`src/rtl/sram_key_requester.sv`:
```
// sram_key_requester: initiator side of the SRAM OTP key interface.
// Issues a key/nonce request to the OTP key responder, captures the response
// on ack and presents key, nonce and seed_valid to the scrambling datapath.
//
// Optional feature macro: SRAM_KEY_TIMEOUT_EN
//   defined   -> REQ aborts after TIMEOUT_CYC cycles without ack, err_o sticky
//   undefined -> REQ waits indefinitely, err_o tied 0
//
// Ports:
//   clk                 clock
//   rst                 synchronous active-high reset
//   renew_i             single-cycle pulse requesting a fresh key
//   sram_otp_key_req_o  request to the OTP responder
//   sram_otp_key_i      response: [0]=ack, [1]=seed_valid,
//                       [KEY_W+1:2]=key, [RSP_W-1:KEY_W+2]=nonce
//   key_o / nonce_o     captured key / nonce
//   key_valid_o         key_o/nonce_o hold the response to the current request
//   seed_valid_o        seed_valid bit captured with the key
//   busy_o              request outstanding
//   err_o               sticky timeout error
module sram_key_requester #(
    parameter int unsigned KEY_W       = 64,
    parameter int unsigned NONCE_W     = 30,
    parameter int unsigned RSP_W       = 96,
    parameter int unsigned TIMEOUT_CYC = 1024
) (
    input  logic               clk,
    input  logic               rst,
    input  logic               renew_i,
    output logic               sram_otp_key_req_o,
    input  logic [RSP_W-1:0]   sram_otp_key_i,
    output logic [KEY_W-1:0]   key_o,
    output logic [NONCE_W-1:0] nonce_o,
    output logic               key_valid_o,
    output logic               seed_valid_o,
    output logic               busy_o,
    output logic               err_o
);

    // Parameter consistency checks
    if (RSP_W != KEY_W + NONCE_W + 2) begin : g_rsp_w_bad
        $error("sram_key_requester: RSP_W must equal KEY_W + NONCE_W + 2");
    end
    if (TIMEOUT_CYC == 0) begin : g_timeout_bad
        $error("sram_key_requester: TIMEOUT_CYC must be non-zero");
    end

    localparam logic [1:0] ST_IDLE = 2'd0;
    localparam logic [1:0] ST_REQ  = 2'd1;
    localparam logic [1:0] ST_DONE = 2'd2;

    // Response field decode
    logic               rsp_ack;
    logic               rsp_seed;
    logic [KEY_W-1:0]   rsp_key;
    logic [NONCE_W-1:0] rsp_nonce;

    assign rsp_ack   = sram_otp_key_i[0];
    assign rsp_seed  = sram_otp_key_i[1];
    assign rsp_key   = sram_otp_key_i[KEY_W+1:2];
    assign rsp_nonce = sram_otp_key_i[RSP_W-1:KEY_W+2];

    logic [1:0]         state_q, state_d;
    logic               req_q, req_d;
    logic               busy_q, busy_d;
    logic [KEY_W-1:0]   key_q, key_d;
    logic [NONCE_W-1:0] nonce_q, nonce_d;
    logic               kv_q, kv_d;
    logic               sv_q, sv_d;

`ifdef SRAM_KEY_TIMEOUT_EN
    localparam int unsigned CNT_W = $clog2(TIMEOUT_CYC + 1);
    logic [CNT_W-1:0] cnt_q, cnt_d;
    logic [CNT_W-1:0] cnt_inc;
    logic             err_q, err_d;

    assign cnt_inc = cnt_q + CNT_W'(1);
`endif

    // Next-state and registered-output logic
    always_comb begin
        state_d = state_q;
        key_d   = key_q;
        nonce_d = nonce_q;
        kv_d    = kv_q;
        sv_d    = sv_q;
`ifdef SRAM_KEY_TIMEOUT_EN
        cnt_d   = cnt_q;
        err_d   = err_q;
`endif
        case (state_q)
            ST_IDLE: begin
                // Accepted renew wipes the previous key so nothing stale is visible
                if (renew_i) begin
                    state_d = ST_REQ;
                    key_d   = '0;
                    nonce_d = '0;
                    kv_d    = 1'b0;
                    sv_d    = 1'b0;
`ifdef SRAM_KEY_TIMEOUT_EN
                    cnt_d   = '0;
                    err_d   = 1'b0;
`endif
                end
            end
            ST_REQ: begin
                // Ack has priority over a terminal count in the same cycle
                if (rsp_ack) begin
                    state_d = ST_DONE;
                    key_d   = rsp_key;
                    nonce_d = rsp_nonce;
                    sv_d    = rsp_seed;
                    kv_d    = 1'b1;
                end
`ifdef SRAM_KEY_TIMEOUT_EN
                else begin
                    cnt_d = cnt_inc;
                    if (cnt_inc == CNT_W'(TIMEOUT_CYC)) begin
                        state_d = ST_DONE;
                        err_d   = 1'b1;
                    end
                end
`endif
            end
            ST_DONE: begin
                state_d = ST_IDLE;
            end
            default: begin
                state_d = ST_IDLE;
            end
        endcase
        req_d  = (state_d == ST_REQ);
        busy_d = (state_d == ST_REQ);
    end

    always_ff @(posedge clk) begin
        if (rst) begin
            state_q <= ST_IDLE;
            req_q   <= 1'b0;
            busy_q  <= 1'b0;
            key_q   <= '0;
            nonce_q <= '0;
            kv_q    <= 1'b0;
            sv_q    <= 1'b0;
`ifdef SRAM_KEY_TIMEOUT_EN
            cnt_q   <= '0;
            err_q   <= 1'b0;
`endif
        end else begin
            state_q <= state_d;
            req_q   <= req_d;
            busy_q  <= busy_d;
            key_q   <= key_d;
            nonce_q <= nonce_d;
            kv_q    <= kv_d;
            sv_q    <= sv_d;
`ifdef SRAM_KEY_TIMEOUT_EN
            cnt_q   <= cnt_d;
            err_q   <= err_d;
`endif
        end
    end

    assign sram_otp_key_req_o = req_q;
    assign busy_o             = busy_q;
    assign key_o              = key_q;
    assign nonce_o            = nonce_q;
    assign key_valid_o        = kv_q;
    assign seed_valid_o       = sv_q;
`ifdef SRAM_KEY_TIMEOUT_EN
    assign err_o              = err_q;
`else
    assign err_o              = 1'b0;
`endif

endmodule

```
`config.mk`:
```
export PLATFORM = sky130hd
export DESIGN_NAME = sram_key_requester
export DESIGN_NICKNAME = d
export VERILOG_FILES = /design/src/rtl/sram_key_requester.sv
export SDC_FILE = /design/constraint.sdc
export NUM_CORES = 1
export LEC_CHECK = 0
export ABC_AREA = 1
export CAP_MARGIN = 20
export CORE_UTILIZATION = 40
export CTS_BUF_LIST = sky130_fd_sc_hd__clkbuf_4 sky130_fd_sc_hd__clkbuf_8 sky130_fd_sc_hd__clkbuf_16
export DETAILED_ROUTE_END_ITERATION = 8
export GPL_TIMING_DRIVEN = 0
export PLACE_DENSITY_LB_ADDON = 0.05
export SLEW_MARGIN = 10
export SYNTH_ARGS = -nofsm -noshare
export SYNTH_HDL_FRONTEND = slang
export SYNTH_SLANG_ARGS = --single-unit
```
`constraint.sdc`:
```
create_clock -name clk -period 1.5 [get_ports clk]
set_input_delay 0.15 -clock clk [delete_from_list [all_inputs] [get_ports clk]]
set_output_delay 0.15 -clock clk [all_outputs]
set_load 0.01 [all_outputs]
```
==> reports/metrics.sh <==
OUTCOME='completed'
DRCVIOLATIONCOUNT=0
SYNTH_SEQ_AREA_SHARE=0.489
SYNTHESIS.INSTANCES=627
WORST_HOLD_STARTPOINT='rst'
HP-CLASS='in2reg'
CTS_MAX_PATH_BUFFERS=2
FILLERINSTANCES=933
ANTENNA_VIOL_NETS_FINAL=0
CP-STARTPOINT='nonce_o[22]'
DIE_AREA_UM2=10500
STARTPOINT_OF_THE_WORST_SLACK_REG_TO_REG_TIMING_PATH='state_q[0]'
WORST-ENDPOINT-ARRIVAL_NS=1.27
FIRSTDRTPASSITERS=4
DIODES=0
DIE_HEIGHT_UM=103
SYN-MEAN-INSTANCE-AREA_UM2=6.47
TIMING.FINAL.CRIT_PERIOD_NS=1.42
FINALSETUPVIOLCOUNT=0
WORST_SETUP_PATH_ENDPOINT='nonce_o[22]'
CRITICAL_PATH_DEPTH=1
P_LEAK_nW=2.90
HOLD_VIOL_FINAL=0
IO_BUFFERS=195
RSZ0062_AT_GRT='false'
GRT_PASS1_WL_MM=16.1
WORSTSETUPENDPOINTTYPE='output pin'
GLOBAL_ROUTE.OVERFLOW_TOTAL=0
FINALMAXSLEWVIOLATIONS=0
WORST-R2R-SETUP-SLACK_NS=0.19
SYNTH_FP_NETS=726
CP.REQUIRED_NS=1.35
ANTENNA_FOUND_INITIAL=0
POWER.DENSITY_CELL_AREA_nW_PER_UM2=844
CLOCK_LATENCY_ON_THE_WORST_SKEW_PAIR_NS=0.36
ROUTED_WL_MM=10.4
POST-ROUTE-UTIL=0.651
FMAX_GHz=0.705
GR-USAGE-ALL-LAYERS=0.196
WORST_PATH_LARGEST_CELL_DELAY_NS=0.57
YS_WARN_COUNT=0
FINALWEIGHTEDCONGESTION=0.743
CTS_HTREE_LEVELS=3
FINALHOLDWORSTSLACK_NS=0.0930
AREA_GROWTH_PCT=57.7
IR_DROP_mV=0.410
SETUP.WORST_PATH.START_CLASS='register'
LAYOUT_COMMONEST_CELL='nand2_1'
FINISH.NET_COUNT=932
CORE_AREA_UM2=9820
DRT-WIRELENGTH-PER-CELL_UM=10.7
TRITONCTS_CLOCK_TREE='yes'
POST-ROUTE-PERIOD-UTIL=0.945
CELLS_ALONG_THE_CRITICAL_PATH='clkdlybuf4s50_1'
VIAS_PER_CELL=4.13
CRIT_PATH_KIND='reg2out'
YOSYS_REGISTER_BITS=99
FAMILY_WITH_THE_MOST_DELAY_ON_THE_WORST_PATH='buffers and inverters'
R2R_PATH_END='key_o[15]'
CTSROOTBUFFERMASTER='clkbuf_8'
PLACEMENTROWS=36
CTS_INSERTED_BUFFERS=9
SHARE_OF_LAYOUT_CELLS_ABOVE_DRIVE_STRENGTH_1=0.0549
CP_NUM_BUF_INV=1
CTS_SINKS=99
DIEWIDTH_UM=103
DR_TOTAL_VIAS=4009
PORTS_PLACED_ON_THE_BOUNDARY=198
CRIT_FANOUT=2
WORST-R2R-CELL-COUNT=7
NETLIST-CELL-TYPE-COUNT=12
CP_SLOWEST_CELL='clkdlybuf4s50_1'
FIRST_GLOBAL_VIAS=3613
CTS_SETUP_BUFFERS=0
GRT_MAX_DEGREE=16
DRV_CAP=0
DETAILEDPLACEMENTHPWL_MM=7.77
POST_SYNTH_INSTANCE_AREA_UM2=4060
CTS.CLK_SLEW.WORST_PATHS_NS=0.09
LAYOUT.CELLS.MOST_COMMON_LIST='nand2_1, clkdlybuf4s50_1, inv_1'
STARTING_DENSITY=0.413
CLOCK_SKEW_NS=0.00819
POWER_mW=5.40
DR.FIRST_ITER.DRC_COUNT=75
==> synthesized netlist by cell type <==
library cell    n  share of area
inv_1          99          0.092
nor2_4          1         0.0028
buf_4           4         0.0074
nand3_2         1         0.0025
conb_1          1        0.00092
nor2_1         98          0.091
buf_6           6          0.017
inv_2           3         0.0028
clkbuf_1        9         0.0083
nand2_1       292           0.27
dfxtp_1        99           0.49
buf_2          14          0.017
==> flip-flops by register name, summed over array words and instances (netlist names) <==
signal / flops
state_q: 2
key_valid_o: 1
busy_o: 1
key_o: 64
nonce_o: 30
seed_valid_o: 1
==> final cells by class <==
| type | instances | area (um2) | area share |
|---|---|---|---|
| Buffer | 33 | 201 | 0.0315 |
| Multi-Input combinational cell | 393 | 1490 | 0.233 |
| Clock buffer | 13 | 173 | 0.0270 |
| Tap cell | 133 | 166 | 0.0260 |
| Timing Repair Buffer | 195 | 1950 | 0.305 |
| Clock inverter | 3 | 45.0 | 0.00705 |
| Inverter | 102 | 383 | 0.0599 |
| Sequential cell | 99 | 1980 | 0.310 |
==> worst min path at each step <==
stage                 end  cells past startpoint
6_report           busy_o                      4
5_1_grt            busy_o                      4
4_1_cts            busy_o                      4
3_5_place_dp   state_q[0]                      4
3_3_place_gp   state_q[0]                      4
2_1_floorplan    key_o[0]                      2
==> repair_timing <==
item | 4_1_cts | 5_1_grt
hold endpoints to repair | 0 | 0
pin swaps | 0 | 0
endpoints found under the setup margin | 1 | 1
resized for setup | 2 | 1
hold buffers | 0 | 0
==> layer usage <==
metal	vias up	GRT usage	wire length, um
li1	2168	-	-
met1	1705	0.218	4410
met2	124	0.343	4930
met3	12	0.0664	947
met4	0	0.0802	158
met5	-	0	0
==> where the power goes <==
part | leakage, nW | total (mW) | switching, mW | internal, mW
sequential | 0.803 | 2.76 | 0.0447 | 2.72
clock | 0.105 | 1.81 | 0.885 | 0.927
combinational | 1.99 | 0.824 | 0.359 | 0.465
==> per-stage QoR <==
step	TNS [ns]	std cells	worst slack, ns	cell area, um2
after floorplan	0	627	0.438	4060
after global placement	-1.34	955	-0.0446	6170
after detailed placement	-1.92	955	-0.0691	6170
after CTS	0	971	0.0320	6390
after global routing	0	971	0.0134	6390
final	0	971	0.0823	6390
==> kinds of logic after synthesis <==
family | synth area share
AND/OR/NAND/NOR | 0.366
buffers and inverters | 0.144
other | 0.000925
flip-flops | 0.489
(Power assumes the default switching activity.)
